File: src/rtl/system_led_driver_pkg.sv
// Shared constants for the LED driver: register map, CTRL bit layout,
// reset values and the PWM compare rule.
package system_led_driver_pkg;

  localparam logic [1:0] ADDR_CTRL       = 2'd0;
  localparam logic [1:0] ADDR_DUTY       = 2'd1;
  localparam logic [1:0] ADDR_BLINK_MASK = 2'd2;
  localparam logic [1:0] ADDR_BLINK_HALF = 2'd3;

  localparam int CTRL_EN_BIT  = 0;
  localparam int CTRL_INV_BIT = 1;

  localparam logic [1:0] CTRL_RST = 2'b01;
  localparam logic [7:0] DUTY_RST = 8'hFF;

  localparam int PRESC_W = 16;

  // Full scale forces the LEDs on; zero falls out of the compare as always-off.
  function automatic logic pwm_on(input logic [7:0] cnt, input logic [7:0] duty);
    return (duty == 8'hFF) || (cnt < duty);
  endfunction

endpackage

File: src/rtl/system_led_pwm_timebase.sv
// PWM timebase: clock prescaler feeding an 8-bit step counter, with a
// one-clock wrap pulse on the edge where the step counter rolls 255->0.
module system_led_pwm_timebase
  import system_led_driver_pkg::*;
#(
  parameter int unsigned PWM_DIV = 196
) (
  input  logic       clk,
  input  logic       reset,
  output logic [7:0] pwm_cnt_o,
  output logic       tick_o,
  output logic       wrap_o
);

  localparam logic [PRESC_W-1:0] PRESC_LAST = PRESC_W'(PWM_DIV - 1);

  logic [PRESC_W-1:0] presc_q, presc_d;
  logic [7:0]         pwm_cnt_q, pwm_cnt_d;
  logic               tick;

  assign tick = (presc_q == PRESC_LAST);

  always_comb begin
    presc_d   = tick ? '0 : presc_q + 1'b1;
    pwm_cnt_d = tick ? pwm_cnt_q + 1'b1 : pwm_cnt_q;
  end

  // NOTE: sequential state uses non-blocking assignments only; all next-state
  // math lives in always_comb so the flops see a single consistent snapshot.
  always_ff @(posedge clk or posedge reset) begin
    if (reset) begin
      presc_q   <= '0;
      pwm_cnt_q <= '0;
    end else begin
      presc_q   <= presc_d;
      pwm_cnt_q <= pwm_cnt_d;
    end
  end

  assign pwm_cnt_o = pwm_cnt_q;
  assign tick_o    = tick;
  assign wrap_o    = tick && (pwm_cnt_q == 8'hFF);

endmodule

File: src/rtl/system_led_driver.sv
// LED driver behind the PIO: Avalon-MM register file, blink generator and
// the registered output stage combining pattern, blink, PWM and polarity.
module system_led_driver
  import system_led_driver_pkg::*;
#(
  parameter int unsigned NUM_LEDS = 8,
  parameter int unsigned PWM_DIV  = 196,
  parameter int unsigned BLINK_W  = 24
) (
  input  logic                clk,
  input  logic                reset,
  input  logic [1:0]          address,
  input  logic                chipselect,
  input  logic                write_n,
  input  logic [31:0]         writedata,
  output logic [31:0]         readdata,
  input  logic [NUM_LEDS-1:0] led_pattern,
  output logic [NUM_LEDS-1:0] led_out
);

  logic [1:0]          ctrl_q, ctrl_d;
  logic [7:0]          duty_shadow_q, duty_shadow_d;
  logic [7:0]          duty_act_q, duty_act_d;
  logic [NUM_LEDS-1:0] mask_q, mask_d;
  logic [BLINK_W-1:0]  half_q, half_d;
  logic [BLINK_W-1:0]  blink_cnt_q, blink_cnt_d;
  logic                phase_q, phase_d;
  logic [NUM_LEDS-1:0] led_q, led_d;

  logic       wr, half_wr, on, pwm_tick, pwm_wrap;
  logic [7:0] pwm_cnt;
  logic [NUM_LEDS-1:0] gated, inv_vec;
  logic       unused_wdata;

  system_led_pwm_timebase #(.PWM_DIV(PWM_DIV)) u_timebase (
    .clk       (clk),
    .reset     (reset),
    .pwm_cnt_o (pwm_cnt),
    .tick_o    (pwm_tick),
    .wrap_o    (pwm_wrap)
  );

  assign wr           = chipselect && !write_n;
  assign half_wr      = wr && (address == ADDR_BLINK_HALF);
  assign unused_wdata = ^{writedata, pwm_tick};

  // NOTE: every always_comb output gets a default first so no path can
  // leave it unassigned and infer a latch.
  always_comb begin
    ctrl_d        = ctrl_q;
    duty_shadow_d = duty_shadow_q;
    mask_d        = mask_q;
    half_d        = half_q;
    if (wr) begin
      case (address)
        ADDR_CTRL:       ctrl_d        = writedata[1:0];
        ADDR_DUTY:       duty_shadow_d = writedata[7:0];
        ADDR_BLINK_MASK: mask_d        = writedata[NUM_LEDS-1:0];
        default:         half_d        = writedata[BLINK_W-1:0];
      endcase
    end
    // Active duty only changes at the period boundary to avoid a runt pulse.
    duty_act_d = pwm_wrap ? duty_shadow_q : duty_act_q;
  end

  // A half-period write restarts the blink on the lit phase and wins over
  // a terminal count landing on the same edge.
  always_comb begin
    blink_cnt_d = blink_cnt_q + 1'b1;
    phase_d     = phase_q;
    if (half_wr || (half_q == '0)) begin
      blink_cnt_d = '0;
      phase_d     = 1'b1;
    end else if (blink_cnt_q == half_q) begin
      blink_cnt_d = '0;
      phase_d     = !phase_q;
    end
  end

  always_comb begin
    on      = pwm_on(pwm_cnt, duty_act_q);
    inv_vec = {NUM_LEDS{ctrl_q[CTRL_INV_BIT]}};
    gated   = led_pattern & ~(mask_q & ~{NUM_LEDS{phase_q}}) & {NUM_LEDS{on}};
    led_d   = ctrl_q[CTRL_EN_BIT] ? (gated ^ inv_vec) : inv_vec;
  end

  always_ff @(posedge clk or posedge reset) begin
    if (reset) begin
      ctrl_q        <= CTRL_RST;
      duty_shadow_q <= DUTY_RST;
      duty_act_q    <= DUTY_RST;
      mask_q        <= '0;
      half_q        <= '0;
      blink_cnt_q   <= '0;
      phase_q       <= 1'b1;
      led_q         <= '0;
    end else begin
      ctrl_q        <= ctrl_d;
      duty_shadow_q <= duty_shadow_d;
      duty_act_q    <= duty_act_d;
      mask_q        <= mask_d;
      half_q        <= half_d;
      blink_cnt_q   <= blink_cnt_d;
      phase_q       <= phase_d;
      led_q         <= led_d;
    end
  end

  always_comb begin
    readdata = '0;
    case (address)
      ADDR_CTRL:       readdata = 32'(ctrl_q);
      ADDR_DUTY:       readdata = 32'(duty_shadow_q);
      ADDR_BLINK_MASK: readdata = 32'(mask_q);
      default:         readdata = 32'(half_q);
    endcase
  end

  assign led_out = led_q;

endmodule

File: config.mk
export PLATFORM = sky130hd
export DESIGN_NAME = system_led_driver
export DESIGN_NICKNAME = d
export VERILOG_FILES = /design/src/rtl/system_led_driver_pkg.sv /design/src/rtl/system_led_pwm_timebase.sv /design/src/rtl/system_led_driver.sv
export SDC_FILE = /design/constraint.sdc
export NUM_CORES = 1
export LEC_CHECK = 0
export ABC_CLOCK_PERIOD_IN_PS = 3700
export CORE_MARGIN = 2
export CORE_UTILIZATION = 30
export DETAILED_ROUTE_END_ITERATION = 12
export SLEW_MARGIN = 20
export SYNTH_ARGS = -nofsm -noshare
export SYNTH_HDL_FRONTEND = slang
export SYNTH_SLANG_ARGS = --single-unit
export TNS_END_PERCENT = 30
File: constraint.sdc
create_clock -name clk -period 3.7 [get_ports clk]
set_input_delay 1.11 -clock clk [delete_from_list [all_inputs] [get_ports clk]]
set_output_delay 1.11 -clock clk [all_outputs]
set_load 0.02 [all_outputs]
==> results of run 1 <==
## cell usage after synthesis (3+ instances only)
library cell	n	area, um^2
nor2b_1	4	25.02
a211oi_1	8	60.06
buf_2	7	35.03
mux2_4	7	105.1
and3_1	22	137.6
mux2_2	23	259.0
nor3_1	21	105.1
buf_4	9	67.56
nor4_2	4	50.05
clkbuf_1	10	37.54
xor2_1	38	332.8
nor2_1	38	142.6
a22o_1	6	52.55
xnor2_1	29	254.0
mux2_1	13	146.4
nor4_1	13	81.33
nand4_1	14	87.58
ha_1	10	125.1
and4_1	4	35.03
buf_6	3	33.78
nand2_1	35	131.4
inv_1	20	75.07
o21ai_0	31	155.2
nand3_1	21	105.1
dfstp_2	18	473.0
dfrtp_1	89	2227
## per-stage QoR
stage,TNS (ns),utilization,setup WS (ns)
2_1_floorplan,0,-,0.5447
3_3_place_gp,-2.815,0.3552,-0.2543
3_5_place_dp,-3.499,0.3552,-0.2896
4_1_cts,-0.01147,0.3720,-0.004694
5_1_grt,0,0.3717,0.1438
6_report,0,0.3717,0.1431
## cell type report
cell class                 count  area (um^2)
inverter                      20        78.83
fill                        1863        11630
clock inverter                 6        97.59
multi-input combinational    374         2678
clock buffer                  10        229.0
timing repair buffer          84        807.0
tap                          234        292.8
sequential                   107         2700
## where the power goes
part | total (W) | switching (W) | internal (W)
Combinational | 0.000656 | 0.000341 | 0.000314
Clock | 0.00105 | 0.000443 | 0.000603
Sequential | 0.00151 | 0.000166 | 0.00134
Total | 0.00321 | 0.000951 | 0.00226
## per-layer routing
| metal | wire [um] | share of wire |
|---|---|---|
| met1 | 5765 | 0.44 |
| met2 | 6652 | 0.51 |
| met3 | 377 | 0.029 |
| met4 | 369 | 0.028 |
| met5 | 0 | 0 |
## worst paths after layout
kind,depth (start not counted),to
min in group asynchronous,2,half_q[0]
worst min-delay path,1,u_timebase.presc_q[0]
worst max-delay path,5,readdata[6]
max in group asynchronous,3,duty_act_q[5]
worst min register to register,1,u_timebase.presc_q[0]
worst max register to register,7,led_out[3]
## sequential cells by signal (all words and copies together) (netlist names)
name	count
u_timebase.pwm_cnt_o	8
mask_q	8
duty_shadow_q	8
led_out	8
blink_cnt_q	24
ctrl_q	2
u_timebase.presc_q	16
duty_act_q	8
phase_q	1
half_q	24
## logic make-up (layout without fill, tap and decap cells)
group                      count (synthesis)  count (layout)  share of synthesized area
and+or+nand+nor                          192             192                     0.1879
DFF                                      107             107                     0.4811
xor gates and xnor gates                  67              67                     0.1045
AOI/OAI and AO/OA                         52              52                    0.05796
buffers and inverters                     52             120                    0.04659
muxes                                     45              45                    0.09897
adders and majority gates                 10              10                    0.02229
other                                      1               8                  0.0006681
==> run metrics, run 1 <==
fraction of layout cells with a size suffix above 1 0.1631; postcts setup bufs 0; most used routing layer met2; Rows 50; WP data arrival 2.45 ns; Critical path origin address[1]; die width 140.8 um; met3 Track Usage GR 0.03193; DP HPWL 9998 um; DR WL/cell 15.77 um; R2R Setup Slk 1.58 ns; Post-Syn Area 0.005613 mm^2; All-Layer GR Usage 0.1375; post-detailed-route count of antenna-violating nets 0; PortBufs 69; ys flop type dfrtp_1; vias in the first global route 4,149; Initial Util 0.3031; drt pass-1 iters 4; # diodes 0; Sink Count 107; critical path class in -> out; family with the most delay on the worst path buffers and inverters; async set-or-reset flop fraction in the synthesized netlist 1.000; Leak 3.038 nW; register area share after synthesis 0.4811; worst path cell trace clkdlybuf4s50_1 > nor2b_1 > buf_4 > a22o_1 > dlygate4sd2_1; TritonCTS buffer count 9; largest net degree at the start of global routing 51; final net count 652; Post-CTS Hold Fix Bufs 0; CP max FO 7; worst vdd ir 0.0002231 V; I/O pins 86; CORE AREA 0.01852 mm^2; distinct cell type count of the synthesized netlist 49; Power Total 0.003208 W; CP peak stage delay 0.50 ns; commonest non-fill, non-tap cell in the layout dfrtp_1; r2r startpoint duty_act_q[5]; die height 140.8 um; dpl cell area 0.006578 mm^2; Placed Cells 819; post-CTS sizing 33; clock root buffer clkbuf_16; worst-margin pin slew 0.7006 ns; GR Util met1 0.1685; Setup Skew 0.01038 ns; vias per inst 4.877; Die ar. 0.01982 mm^2; Area growth, synth to finish 22.63%; min-delay src u_timebase.presc_q[0]; Hold/Removal Path Class reg -> reg; Critical path buffers and inverters 3; synthesized flop and latch total 107; final count of negative-setup-slack endpoints 0; initial antenna violation count 0; Cells after Synth 526; max-slew violation count 0; crit path launch type primary input; Overflow after GRT 0; 1st-iter DRT viols 182; most frequent cells in the layout 89 x dfrtp_1, 44 x clkdlybuf4s50_1, 38 x nor2_1, 38 x xor2_1, 35 x nand2_1; Placer Congestion 0.8738; clk buf depth 2; WP data required 2.59 ns; max-capacitance violation count 0; Vias 4,072; Max Fclk 0.2811 GHz; WHS 0.4510 ns; final hold viol count 0; unrepaired setup endpoints after global routing no; CP Capture Type output port; PD cells 466.1 mW/mm^2; max_slew headroom 0.5320; fin crit share 0.9613; fin area 0.006883 mm^2; DRC viols 0; TritonCTS clock tree yes; WL final 13,170 um; CTS H-tree depth 3; fin crit period 3.557 ns; Reg clk slew, reported paths 0.07 ns; EDFF count, synth 0; synthesized area per cell 10.67 um^2; status complete, no violations; Skew-Pair Late Insertion Delay 0.35 ns; Worst path slowest cell clkdlybuf4s50_1; yosys synthesis warning count 0; Non-Filler Instances 835; first-pass GRT wire length 21,490 um; GR Util met2 0.2349
No activity file was read; power rests on OpenSTA's default activity.
==> run 2, diff against run 1 <==
- CORE_ASPECT_RATIO: not set -> 1.2
- GPL_TIMING_DRIVEN: not set -> 0
==> run 2 against run 1 <==
Combinational power is 12% higher. Critical endpoint is now readdata[7]. Clock skew is 0.0023 ns lower. Sequential share of layout area is 0.68 points lower. Via count is 2.0% higher. Critical path type unchanged. Non-clock buffer count is 18 higher. Routed wire length is 3.9% higher. Clock power hardly changed. Sequential power hardly changed. Largest power group unchanged. Count of clock-buffer cells in the layout is 4 higher.
==> run metrics, run 2 (synthesized netlist as in run 1, its figures left out) <==
DRC viols 0; Initial Util 0.3077; Vias 4,153; Skew-Pair Late Insertion Delay 0.35 ns; Sink Count 107; TritonCTS buffer count 9; most frequent cells in the layout 89 x dfrtp_1, 64 x clkdlybuf4s50_1, 38 x nor2_1, 38 x xor2_1, 35 x nand2_1; Area growth, synth to finish 24.79%; post-layout util 0.3840; final count of negative-setup-slack endpoints 0; # diodes 0; Rows 54; Reg clk slew, reported paths 0.06 ns; Reg-to-Reg End led_out[5]; r2r startpoint duty_act_q[1]; CP max FO 10; Worst path slowest cell clkdlybuf4s50_1; unrepaired setup endpoints after global routing no; Critical path origin address[0]; Clk pwr share 0.321; WHS 0.4743 ns; I/O pins 86; max-capacitance violation count 0; worst-margin pin slew 0.8505 ns; status complete, no violations; clock root buffer clkbuf_16; worst path cell trace buf_2 > clkbuf_2 > o21ai_0 > a22o_1 > clkdlybuf4s50_1; Max Fclk 0.2748 GHz; fraction of layout cells with a size suffix above 1 0.1696; met1 wire length 6013 um; final net count 670; 1st-iter DRT viols 221; biggest regs blink_cnt_q x24, half_q x24, u_timebase.presc_q x16; top sig layer met4; PD cells 465.0 mW/mm^2; R2R Setup Slk 1.29 ns; net switching power 0.0009359 W; PortBufs 67; DP HPWL 10,540 um; TritonCTS clock tree yes; cell internal pwr 0.002321 W; length in cells of the worst reg-to-reg path 7; WP data required 2.59 ns; Comb pwr share 0.225; critical path class in -> out; CORE AREA 0.01824 mm^2; max-slew violation count 0; CP peak stage delay 0.61 ns; switching share of power 0.2874; DR WL met2 6845 um; Placer Congestion 0.9202; max_slew headroom 0.4296; Overflow after GRT 0; fin crit share 0.9835; CP Capture Type output port; die width 128.9 um; Flop pwr share 0.453; commonest non-fill, non-tap cell in the layout dfrtp_1; Die ar. 0.01982 mm^2; WL final 13,670 um; clk buf depth 2; Leak 3.070 nW; die height 153.8 um; vias in the first global route 4,241; crit path launch type primary input; final hold viol count 0; CTS H-tree depth 3; post-detailed-route count of antenna-violating nets 0; vias per inst 4.926; initial antenna violation count 0; crit path to readdata[7]; first-pass GRT wire length 22,560 um; All-Layer GR Usage 0.1461; Hold/Removal Path Class reg -> reg; drt pass-1 iters 4; DR WL/cell 16.22 um; filler instances 1,786; met3 WL post-DR 582 um; fin crit period 3.639 ns; largest net degree at the start of global routing 31; Setup Skew 0.008121 ns; worst vdd ir 0.0002249 V; WP data arrival 2.53 ns
## run 2: cell count changes in the layout (fill, tap and decap cells not counted), sizes merged
cell           previous run  this run
inv                      21        19
dlymetal6s2s              1         3
clkinv                    2         0
clkdlybuf4s15             5         0
clkbuf                   12        24
clkdlybuf4s50            44        64
dlygate4sd2              17         0
buf                      15        25
## run 2: power groups by stage
stage	combinational [W]	clock (W)	sequential, W
after floorplan	0.000439	0	0.00148
after CTS	0.000739	0.00108	0.00148
final	0.000734	0.00105	0.00148
after global routing	0.000799	0.00112	0.00150
after global placement	0.000710	0	0.00149
after detailed placement	0.000732	0	0.00150
## run 2: layout make-up
cell class / instances / area [um^2] / share of cell area
Inverter: 20 / 78.83 / 0.01125
Multi-Input combinational cell: 374 / 2685 / 0.3834
Tap cell: 224 / 280.3 / 0.04001
Clock inverter: 2 / 60.06 / 0.008574
Sequential cell: 107 / 2700 / 0.3855
Clock buffer: 14 / 264.0 / 0.03769
Timing Repair Buffer: 70 / 738.2 / 0.1054
Buffer: 32 / 197.7 / 0.02822
## run 2: metal layers
layer | global-route usage | vias up
li1 | - | 1997
met1 | 0.1857 | 2048
met2 | 0.2444 | 91
met3 | 0.03549 | 17
met4 | 0.04607 | 0
met5 | 0 | -
## run 2: worst min path at each step
stage                           from                    end  slack [ns]  depth (start not counted)
2_1_floorplan  u_timebase.presc_q[0]  u_timebase.presc_q[0]        0.42                          1
3_3_place_gp   u_timebase.presc_q[0]  u_timebase.presc_q[0]        0.43                          1
3_5_place_dp   u_timebase.presc_q[0]  u_timebase.presc_q[0]        0.46                          1
4_1_cts        u_timebase.presc_q[0]  u_timebase.presc_q[0]        0.47                          1
5_1_grt        u_timebase.presc_q[0]  u_timebase.presc_q[0]        0.51                          1
6_report       u_timebase.presc_q[0]  u_timebase.presc_q[0]        0.47                          1
## run 2: stage by stage
stage          cells  power (W)  area, um^2  setup WS (ns)  TNS [ns]
6_report         843   0.003257        7004        0.06096         0
2_1_floorplan    533   0.001922        5643         0.5447         0
3_3_place_gp     824   0.002203        6594        -0.3663    -4.365
4_1_cts          843   0.003294        6992        0.02523         0
3_5_place_dp     827   0.002231        6654        -0.3899    -4.673
5_1_grt          843   0.003421        7004       0.002504         0
## run 2: what timing repair did
action | CTS | global route
endpoints found under the setup margin | 22 | 4
resized for setup | 8 | 6
hold buffers | 0 | 0
buffers inserted | 0 | 0
pin swaps | 0 | 0
## run 2: critical path: cells and delay by family
family          cells  cell delay, ns
compound gates      2            0.39
buf+inv             3            1.01
